===== config.mk =====
export PLATFORM = sky130hd
export DESIGN_NAME = execute_csr_commit
export DESIGN_NICKNAME = d
export VERILOG_FILES = /design/src/rtl/config_pkg.sv /design/src/rtl/csr_pkg.sv /design/src/rtl/decode_pkg.sv /design/src/rtl/csr_counters.sv /design/src/rtl/execute_csr_commit.sv
export SDC_FILE = /design/constraint.sdc
export NUM_CORES = 1
export LEC_CHECK = 0
export ABC_AREA = 1
export CORE_MARGIN = 10
export CORE_UTILIZATION = 50
export CTS_CLUSTER_DIAMETER = 50
export DETAILED_ROUTE_END_ITERATION = 10
export GPL_TIMING_DRIVEN = 0
export PLACE_DENSITY = 0.83
export SYNTH_ARGS = -nofsm -noshare
export SYNTH_HDL_FRONTEND = slang
export SYNTH_HIERARCHICAL = 1
export SYNTH_SLANG_ARGS = --single-unit

===== constraint.sdc =====
create_clock -name clk_i -period 2.3 [get_ports clk_i]
set_input_delay 0.345 -clock clk_i [delete_from_list [all_inputs] [get_ports clk_i]]
set_output_delay 0.345 -clock clk_i [all_outputs]
set_load 0.1 [all_outputs]

===== src/rtl/config_pkg.sv =====
// Global configuration record shared by backend units.
package config_pkg;

  typedef struct packed {
    int unsigned XLEN;
  } cfg_t;

  localparam cfg_t EmptyCfg = '{XLEN: 32};

endpackage


===== src/rtl/csr_pkg.sv =====
// CSR addresses, mstatus layout, CSR unit FSM states and the held-write record.
package csr_pkg;

  localparam logic [11:0] CsrSatp      = 12'h180;
  localparam logic [11:0] CsrMstatus   = 12'h300;
  localparam logic [11:0] CsrMie       = 12'h304;
  localparam logic [11:0] CsrMtvec     = 12'h305;
  localparam logic [11:0] CsrMscratch  = 12'h340;
  localparam logic [11:0] CsrMepc      = 12'h341;
  localparam logic [11:0] CsrMcause    = 12'h342;
  localparam logic [11:0] CsrMtval     = 12'h343;
  localparam logic [11:0] CsrMip       = 12'h344;
  localparam logic [11:0] CsrMhartid   = 12'hF14;
  localparam logic [11:0] CsrMcycle    = 12'hB00;
  localparam logic [11:0] CsrMinstret  = 12'hB02;
  localparam logic [11:0] CsrMcycleh   = 12'hB80;
  localparam logic [11:0] CsrMinstreth = 12'hB82;

  localparam int unsigned MstatusMie   = 3;
  localparam int unsigned MstatusMpie  = 7;
  localparam int unsigned MstatusMppLo = 11;
  localparam int unsigned MstatusMppHi = 12;
  localparam logic [63:0] MstatusWmask = 64'h0000_0000_0000_1888;

  typedef enum logic {IDLE, PENDING} csr_state_e;

  // Sized for the widest supported XLEN / tag; users slice down.
  typedef struct packed {
    logic [11:0] addr;
    logic [63:0] wdata;
    logic [15:0] tag;
  } pend_wr_t;

endpackage


===== src/rtl/decode_pkg.sv =====
// Decoded micro-op format as seen by the execute-stage units.
package decode_pkg;

  typedef enum logic [2:0] {
    CSR_NONE = 3'b000,
    CSRRW    = 3'b001,
    CSRRS    = 3'b010,
    CSRRC    = 3'b011,
    CSRRWI   = 3'b101,
    CSRRSI   = 3'b110,
    CSRRCI   = 3'b111
  } csr_op_e;

  typedef struct packed {
    logic        is_csr;
    csr_op_e     csr_op;
    logic [11:0] csr_addr;
    logic [31:0] imm;
  } uop_t;

endpackage


===== src/rtl/csr_counters.sv =====
// 64-bit mcycle/minstret counters with committed-write override of the increment.
module csr_counters
  import csr_pkg::*;
#(
  parameter int unsigned XLEN = 32
) (
  input  logic            clk_i,
  input  logic            rst_ni,
  input  logic [1:0]      instret_inc_i,
  input  logic            wr_en_i,
  input  logic [11:0]     wr_addr_i,
  input  logic [XLEN-1:0] wr_data_i,
  output logic [63:0]     mcycle_o,
  output logic [63:0]     minstret_o
);

  logic [63:0] wd;
  logic [63:0] cyc_d;
  logic [63:0] ret_d;

  assign wd = 64'(wr_data_i);

  // On RV32 a write touches only the addressed half of the 64-bit counter.
  function automatic logic [63:0] merge(input logic [63:0] cur, input logic [63:0] w,
                                        input logic hi);
    if (XLEN >= 64) return w;
    else if (hi) return {w[31:0], cur[31:0]};
    else return {cur[63:32], w[31:0]};
  endfunction

  always_comb begin
    cyc_d = mcycle_o + 64'd1;
    ret_d = minstret_o + 64'(instret_inc_i);
    if (wr_en_i) begin
      case (wr_addr_i)
        CsrMcycle:    cyc_d = merge(mcycle_o, wd, 1'b0);
        CsrMinstret:  ret_d = merge(minstret_o, wd, 1'b0);
        CsrMcycleh:   if (XLEN == 32) cyc_d = merge(mcycle_o, wd, 1'b1);
        CsrMinstreth: if (XLEN == 32) ret_d = merge(minstret_o, wd, 1'b1);
        default: ;
      endcase
    end
  end

  always_ff @(posedge clk_i or negedge rst_ni) begin
    if (!rst_ni) begin
      mcycle_o   <= '0;
      minstret_o <= '0;
    end else begin
      mcycle_o   <= cyc_d;
      minstret_o <= ret_d;
    end
  end

endmodule


===== src/rtl/execute_csr_commit.sv =====
// Machine-mode CSR unit: reads at execute, holds the write until ROB commit.
// Optional counters (mcycle/minstret) enabled by defining CSR_COUNTERS_EN.
module execute_csr_commit
  import csr_pkg::*;
  import decode_pkg::*;
#(
  parameter config_pkg::cfg_t Cfg         = config_pkg::EmptyCfg,
  parameter int unsigned      XLEN        = Cfg.XLEN,
  parameter int unsigned      TAG_W       = 6,
  parameter logic [XLEN-1:0]  MTVEC_RESET = '0,
  parameter int unsigned      HART_ID     = 0
) (
  input  logic              clk_i,
  input  logic              rst_ni,
  input  logic              req_valid_i,
  output logic              req_ready_o,
  input  decode_pkg::uop_t  uop_i,
  input  logic [XLEN-1:0]   rs1_data_i,
  input  logic [TAG_W-1:0]  rob_tag_i,
  output logic              resp_valid_o,
  output logic [TAG_W-1:0]  resp_rob_tag_o,
  output logic [XLEN-1:0]   resp_result_o,
  output logic              resp_illegal_o,
  input  logic              commit_valid_i,
  input  logic [TAG_W-1:0]  commit_rob_tag_i,
  input  logic              flush_i,
  input  logic              trap_valid_i,
  input  logic [XLEN-1:0]   trap_pc_i,
  input  logic [XLEN-1:0]   trap_cause_i,
  input  logic [XLEN-1:0]   trap_tval_i,
  input  logic              mret_i,
  output logic [XLEN-1:0]   trap_target_o,
  output logic [XLEN-1:0]   mret_target_o,
  input  logic [1:0]        instret_inc_i
);

  csr_state_e      state_q, state_d;
  pend_wr_t        pend_q;
  logic [XLEN-1:0] src, old_val, new_val, wdata;
  logic            impl, wen, illegal, accept, take_pend, commit_hit, commit_we;
  logic            st_mie_q, st_mpie_q;
  logic [XLEN-1:0] mie_q, mtvec_q, mscratch_q, mepc_q, mcause_q, mtval_q, satp_q;
  logic            unused_bits;

  assign wdata       = pend_q.wdata[XLEN-1:0];
  assign unused_bits = ^{pend_q, uop_i.imm, trap_pc_i[1:0], mtvec_q[1:0]};

`ifdef CSR_COUNTERS_EN
  logic [63:0] mcycle, minstret;

  csr_counters #(.XLEN(XLEN)) u_counters (
    .clk_i         (clk_i),
    .rst_ni        (rst_ni),
    .instret_inc_i (instret_inc_i),
    .wr_en_i       (commit_we),
    .wr_addr_i     (pend_q.addr),
    .wr_data_i     (wdata),
    .mcycle_o      (mcycle),
    .minstret_o    (minstret)
  );
`else
  logic unused_inc;
  assign unused_inc = ^instret_inc_i;
`endif

  assign src = (uop_i.csr_op inside {CSRRWI, CSRRSI, CSRRCI}) ? XLEN'(uop_i.imm[4:0]) : rs1_data_i;

  always_comb begin
    impl    = 1'b1;
    old_val = '0;
    case (uop_i.csr_addr)
      CsrMstatus: begin
        old_val[MstatusMppHi:MstatusMppLo] = 2'b11;
        old_val[MstatusMpie]               = st_mpie_q;
        old_val[MstatusMie]                = st_mie_q;
      end
      CsrMie:      old_val = mie_q;
      CsrMtvec:    old_val = mtvec_q;
      CsrMscratch: old_val = mscratch_q;
      CsrMepc:     old_val = mepc_q;
      CsrMcause:   old_val = mcause_q;
      CsrMtval:    old_val = mtval_q;
      CsrSatp:     old_val = satp_q;
      CsrMip:      old_val = '0;
      CsrMhartid:  old_val = XLEN'(HART_ID);
`ifdef CSR_COUNTERS_EN
      CsrMcycle:    old_val = XLEN'(mcycle);
      CsrMinstret:  old_val = XLEN'(minstret);
      CsrMcycleh:   if (XLEN == 32) old_val = XLEN'(mcycle >> 32); else impl = 1'b0;
      CsrMinstreth: if (XLEN == 32) old_val = XLEN'(minstret >> 32); else impl = 1'b0;
`endif
      default:     impl = 1'b0;
    endcase
  end

  always_comb begin
    wen     = 1'b0;
    new_val = old_val;
    case (uop_i.csr_op)
      CSRRW, CSRRWI: begin wen = 1'b1; new_val = src;            end
      CSRRS, CSRRSI: begin wen = |src; new_val = old_val | src;  end
      CSRRC, CSRRCI: begin wen = |src; new_val = old_val & ~src; end
      default: ;
    endcase
  end

  assign illegal    = !impl || (wen && uop_i.csr_addr[11:10] == 2'b11);
  assign accept     = req_valid_i && uop_i.is_csr && req_ready_o;
  assign take_pend  = accept && !illegal && wen && !flush_i && !trap_valid_i;
  assign commit_hit = commit_valid_i && (commit_rob_tag_i == pend_q.tag[TAG_W-1:0]);

  always_ff @(posedge clk_i or negedge rst_ni) begin
    if (!rst_ni) state_q <= IDLE;
    else         state_q <= state_d;
  end

  always_comb begin
    state_d = state_q;
    case (state_q)
      IDLE:    if (take_pend) state_d = PENDING;
      PENDING: if (flush_i || trap_valid_i || commit_hit) state_d = IDLE;
      default: state_d = IDLE;
    endcase
  end

  always_comb begin
    req_ready_o = (state_q == IDLE);
    commit_we   = (state_q == PENDING) && commit_hit && !flush_i && !trap_valid_i;
  end

  always_ff @(posedge clk_i or negedge rst_ni) begin
    if (!rst_ni) begin
      pend_q <= '0;
    end else if (take_pend) begin
      pend_q <= '{addr: uop_i.csr_addr, wdata: 64'(new_val), tag: 16'(rob_tag_i)};
    end
  end

  always_ff @(posedge clk_i or negedge rst_ni) begin
    if (!rst_ni) begin
      resp_valid_o   <= 1'b0;
      resp_rob_tag_o <= '0;
      resp_result_o  <= '0;
      resp_illegal_o <= 1'b0;
    end else begin
      resp_valid_o <= accept && !flush_i;
      if (accept) begin
        resp_rob_tag_o <= rob_tag_i;
        resp_result_o  <= old_val;
        resp_illegal_o <= illegal;
      end
    end
  end

  // Later assignments win: trap overrides mret, which overrides a committed write.
  always_ff @(posedge clk_i or negedge rst_ni) begin
    if (!rst_ni) begin
      st_mie_q   <= 1'b0;
      st_mpie_q  <= 1'b0;
      mie_q      <= '0;
      mtvec_q    <= MTVEC_RESET;
      mscratch_q <= '0;
      mepc_q     <= '0;
      mcause_q   <= '0;
      mtval_q    <= '0;
      satp_q     <= '0;
    end else begin
      if (commit_we) begin
        case (pend_q.addr)
          CsrMstatus: begin
            st_mie_q  <= wdata[MstatusMie];
            st_mpie_q <= wdata[MstatusMpie];
          end
          CsrMie:      mie_q      <= wdata;
          CsrMtvec:    mtvec_q    <= wdata;
          CsrMscratch: mscratch_q <= wdata;
          CsrMepc:     mepc_q     <= wdata;
          CsrMcause:   mcause_q   <= wdata;
          CsrMtval:    mtval_q    <= wdata;
          CsrSatp:     satp_q     <= wdata;
          default: ;
        endcase
      end
      if (mret_i) begin
        st_mie_q  <= st_mpie_q;
        st_mpie_q <= 1'b1;
      end
      if (trap_valid_i) begin
        mepc_q    <= {trap_pc_i[XLEN-1:2], 2'b00};
        mcause_q  <= trap_cause_i;
        mtval_q   <= trap_tval_i;
        st_mpie_q <= st_mie_q;
        st_mie_q  <= 1'b0;
      end
    end
  end

  assign trap_target_o = {mtvec_q[XLEN-1:2], 2'b00};
  assign mret_target_o = mepc_q;

endmodule


Word level (Yosys, flattened, before mapping)
Cells that the tools add are included.

word-level totals
  register bits after elaboration = 317
  input port bits = 197
  logic and storage cells = 118
  output and inout bits = 105

operators by class
  eq/ne operators = 26
  reduce and logical (&&, ||, !) cells = 40
  mux-type cells = 31
  bitwise operators = 4

operators by type and width
  kind                                                                     number
  32-bit two-way mux                                                       10
  12-bit by 10-bit equality test with 1-bit output, second input constant  15
  19-bit one-hot mux with 7 select lines                                   1
  32-bit one-hot mux with 3 select lines                                   1
  3-bit one-hot mux with 7 select lines                                    3
  32-bit AND                                                               1
  32-bit NOT                                                               1
  32-bit bitwise OR                                                        1
  32-bit OR reduction                                                      1
  12-bit by 9-bit equality test with 1-bit output, second input constant   2
  1-bit one-hot mux with 8 select lines                                    2
  2-bit one-hot mux with 8 select lines                                    1
  2-bit AND reduction                                                      8
  12-bit equality test, second input constant                              1
  1-bit logical AND                                                        12
  1-bit two-way mux                                                        11
  10-bit OR reduction                                                      1
  3-bit equality test, second input constant                               3
  3-bit nonzero test                                                       3
  2-bit nonzero test                                                       4
  3-bit by 2-bit equality test with 1-bit output, second input constant    2
  6-bit equality test                                                      1
  2-bit OR reduction                                                       3
  1-bit zero test                                                          4
  other kinds (6)                                                          9

Longest topological paths before layout
  word-level depth = 14
  depth in mapped cells = 16
  mapped depth without buffers = 12

Worst setup path after synthesis
No wires, ideal clock.

  kind = register to register
  start point = register state_q
  end point = register pend_q[28] in the netlist's numbering
  buffers on the path = 2
  library setup time = 0.119 ns
  setup slack = 0.002 ns
  clock period less this slack = 2.298 ns
  required time = 2.181 ns
  stages on the path, launching flop included = 11
  data arrival time = 2.179 ns
  cell sequence = dfrtp_1 inv_1 nand3_1 nor2_1 nand2_1 inv_1 nand4_1 buf_4 buf_6 nand2_1 nand2_1

between the ends
  word-level cells in the longest chain between the ends = 6

ends and longest elaborated chain
  what                            RTL line                   source
  start, declared                 execute_csr_commit.sv:37   csr_state_e state_q, state_d;
  start signal, assigned          execute_csr_commit.sv:114  else state_q <= state_d;
  1-bit NOT                       -
  net req_ready_o                 execute_csr_commit.sv:16   output logic req_ready_o,
  1-bit logical AND               execute_csr_commit.sv:108  assign accept = req_valid_i && uop_i.is_csr && req_ready_o;
  1-bit logical AND (4 in a row)  execute_csr_commit.sv:109  assign take_pend = accept && !illegal && wen && !flush_i && !trap_valid_i;
  end signal, assigned            execute_csr_commit.sv:135  pend_q <= '{addr: uop_i.csr_addr, wdata: 64'(new_val), tag: 16'(rob_tag_i)};
  end, declared                   execute_csr_commit.sv:38   pend_wr_t pend_q;

The timed path passes the listed nets, and every way through them passes these cells.
A chain may end at the register's enable or synchronous reset.

Final worst setup path
  start point = register mtvec_q[31]
  end point = output port trap_target_o[31]

RTL lines
  what                    RTL line                   source
  start, declared         execute_csr_commit.sv:42   logic [XLEN-1:0] mie_q, mtvec_q, mscratch_q, mepc_q, mcause_q, mtval_q, satp_q;
  start signal, assigned  execute_csr_commit.sv:175  CsrMtvec: mtvec_q <= wdata;
  end, declared           execute_csr_commit.sv:32   output logic [XLEN-1:0] trap_target_o,

No word-level cell between the ends.

==> flow_metrics.env <==
export IMPL_status="finished clean"
export IMPL_clock_sinks=317
export IMPL_initial_core_util=0.5106
export IMPL_place_gp_congestion=1.045
export IMPL_required_ns=1.96
export IMPL_grt_ovfl_total=0
export IMPL_power_density_mw_per_mm2=679.8
export IMPL_syn_area_per_cell_um2=7.346
export IMPL_setup_violations=0
export IMPL_multi_input_area_mm2=0.007337
export IMPL_antenna_found_initial=1
export IMPL_yosys_top_cells_area="dfrtp_1 (47%), nand2_1 (14%), nand3_1 (6.9%)"
export IMPL_yosys_area_top_type_share=0.4738
export IMPL_final_common_cell="nand2_1"
export IMPL_cap_violations=0
export IMPL_grt_max_degree=101
export IMPL_cts_max_level=2
export IMPL_slew_limit_headroom=0.3425
export IMPL_worstRegToRegCells=9
export IMPL_layout_drive_gt1_share=0.1035
export IMPL_synth_edf_count=0
export IMPL_ys_ff_latch=317
export IMPL_synth_compound_area_frac=0.1010
export IMPL_intPower_mw=10.23
export IMPL_tightest_slew_ns=0.9902
export IMPL_place_hpwl_um=58890
export IMPL_cts_buffers=41
export IMPL_clock_skew_ns=0.01185
export IMPL_async_reset_ff_frac=1.000
export IMPL_grtUsageTotal=0.3524
export IMPL_syn_inst=2279
export IMPL_die_width_um=203.0
export IMPL_final_cell_mix="nand2_1 (634), dfrtp_1 (317), nand3_1 (226), o21ai_0 (221), inv_1 (209)"
export IMPL_num_antenna_cells=0
export IMPL_synth_area_mm2=0.01674
export IMPL_regArea_mm2=0.007933
export IMPL_ir_drop_mv=0.6440
export IMPL_yosysSeqAreaShare=0.4738
export IMPL_io_pins=302
export IMPL_yosys_area_share_simple=0.3247
export IMPL_setup_worst_path_end_class="output pin"
export IMPL_p_leak_nw=10.88
export IMPL_cts_tree="yes"
export IMPL_synth_top_family_by_area="simple AND/OR/NAND/NOR gates"
export IMPL_crit_path_start_kind="flop"
export IMPL_area_growth_pct=30.84
export IMPL_crit_fanout=3
export IMPL_p_seq_frac=0.403
export IMPL_hold_ws_ns=0.1846
export IMPL_synth_fa_ha_area_frac=0
export IMPL_wirelength_um=75060
export IMPL_period_share=0.9907
export IMPL_synth_mux_area_fraction=0
export IMPL_min_period_ns=2.279
export IMPL_hp_class="input port to flop"
export IMPL_root_buffer="clkbuf_16"
export IMPL_place_area_mm2=0.02006
export IMPL_finalMaxSlewViolations=0
export IMPL_io_buffers=267
export IMPL_pwr_share_comb=0.165
export IMPL_ant_nets=0
export IMPL_crit_type="flop to output pin"
export IMPL_finalHoldViolations=0
export IMPL_synth_top_area_cell="dfrtp_1"
export IMPL_critPathArrivalTime_ns=1.93
export IMPL_post_drt_wl_per_cell_um=24.21
export IMPL_via_per_inst=5.953
export IMPL_min_path_cells=3
export IMPL_clk_pin_slew_ns=0.06
export IMPL_dieHeight_um=203.0
export IMPL_drt_first_iter_violations=2479
export IMPL_synthFlopType="dfrtp_1"
export IMPL_rsz0062_at_grt="true"
export IMPL_ys_types=31
export IMPL_num_nets_final=2826
export IMPL_fmax_mhz=438.8
export IMPL_rows=66
export IMPL_synth_xor_area_share=0.001570
export IMPL_synth_warnings=6
export IMPL_fill_cells=2817
export IMPL_dieArea_mm2=0.04120
export IMPL_first_pass_iters=7
export IMPL_power_switching_mw=4.659
export IMPL_power_switching_share=0.3129
export IMPL_first_global_vias=17570
export IMPL_clkPwrFrac=0.431
export IMPL_core_area_mm2=0.03278
export IMPL_via_count=18460
export IMPL_clock_latency_ns=0.55
export IMPL_grt_pass1_wl_um=110700
export IMPL_final_cell_area_mm2=0.02190
export IMPL_drc=0
export IMPL_clk_path_buf_depth=3
repair_timing:
item / in CTS / in global routing
pin swaps: 8 / 5
cloned: 0 / 1
endpoints found under the hold margin: 51 / 0
setup endpoints to repair: 378 / 249
hold buffers: 1 / 0
buffers inserted: 20 / 16
gates resized for setup: 175 / 110
critical path: stages, from the launching register on:
cell and delay (ns):
dfrtp_1 0.43, buf_4 0.14, clkdlybuf4s15_1 0.81
sequential cells by signal, summed over array words and instances, names as in the netlist:
| name | cells |
|---|---|
| mscratch_q | 32 |
| st_mie_q | 1 |
| resp_illegal_o | 1 |
| mret_target_o | 32 |
| st_mpie_q | 1 |
| state_q | 1 |
| resp_rob_tag_o | 6 |
| resp_result_o | 32 |
| pend_q | 50 |
| satp_q | 32 |
| mie_q | 32 |
| mcause_q | 32 |
| mtval_q | 32 |
| mtvec_q | 32 |
| resp_valid_o | 1 |
metal layers:
layer / vias up / track usage / routed length, µm
li1: 8161 / - / -
met1: 8699 / 0.4677 / 29190
met2: 1375 / 0.5499 / 33060
met3: 220 / 0.08534 / 9730
met4: 0 / 0.1279 / 3075
met5: - / 0 / 0
layout make-up:
class | count | share of cell area
Buffer | 177 | 0.04415
Clock buffer | 53 | 0.05072
Clock inverter | 19 | 0.01011
Inverter | 214 | 0.03679
Multi-Input combinational cell | 1570 | 0.3350
Sequential cell | 317 | 0.3621
Tap cell | 442 | 0.02525
Timing Repair Buffer | 308 | 0.1359
synth_stat cells, drive strengths merged, types with 3 or more instances:
cell type,number
a31oi,33
inv,214
nand2,643
o21ai,225
nand4,145
nor3,7
o211ai,13
dfrtp,317
nor4,4
clkbuf,104
buf,75
nor2,211
xor2,3
nand3,232
o31ai,3
a21oi,46
metrics by stage:
step / cells / setup WS [ns] / TNS, ns / utilization / total power, mW
CTS: 3084 / 0.001867 / 0 / 0.6588 / 14.81
floorplan: 2280 / 0.002152 / 0 / - / 7.522
finish: 3100 / 0.02128 / 0 / 0.6682 / 14.89
global route: 3100 / -0.03552 / -0.1957 / 0.6682 / 15.23
global placement: 2989 / -13.09 / -4336.02 / 0.6092 / 8.541
detailed placement: 2992 / -1.194 / -211.28 / 0.6118 / 8.572
power by group through the flow:
stage | Clock [mW] | Sequential (mW) | Combinational [mW]
5_1_grt | 6.62 | 6.02 | 2.59
6_report | 6.43 | 6.00 | 2.46
3_5_place_dp | 0 | 6.09 | 2.48
4_1_cts | 6.40 | 5.99 | 2.42
3_3_place_gp | 0 | 6.10 | 2.44
2_1_floorplan | 0 | 6.95 | 0.568
cell families after synthesis:
| group | after synthesis |
|---|---|
| other | 1 |
| AND/OR/NAND/NOR | 1244 |
| AO/OA/AOI/OAI | 321 |
| XOR/XNOR | 3 |
| buffers and inverters | 393 |
| flip-flops | 317 |
worst paths after layout:
check,start,end,slack [ns]
worst min-delay path,uop_i[39],pend_q[87],0.18
max in group asynchronous,rst_ni,pend_q[42],0.71
min in group asynchronous,rst_ni,mret_target_o[8],0.31
worst min register to register,mie_q[25],mie_q[25],0.48
worst max-delay path,mtvec_q[31],trap_target_o[31],0.02
worst max register to register,pend_q[0],mie_q[11],0.05
Power figures use the tool's default switching activity.
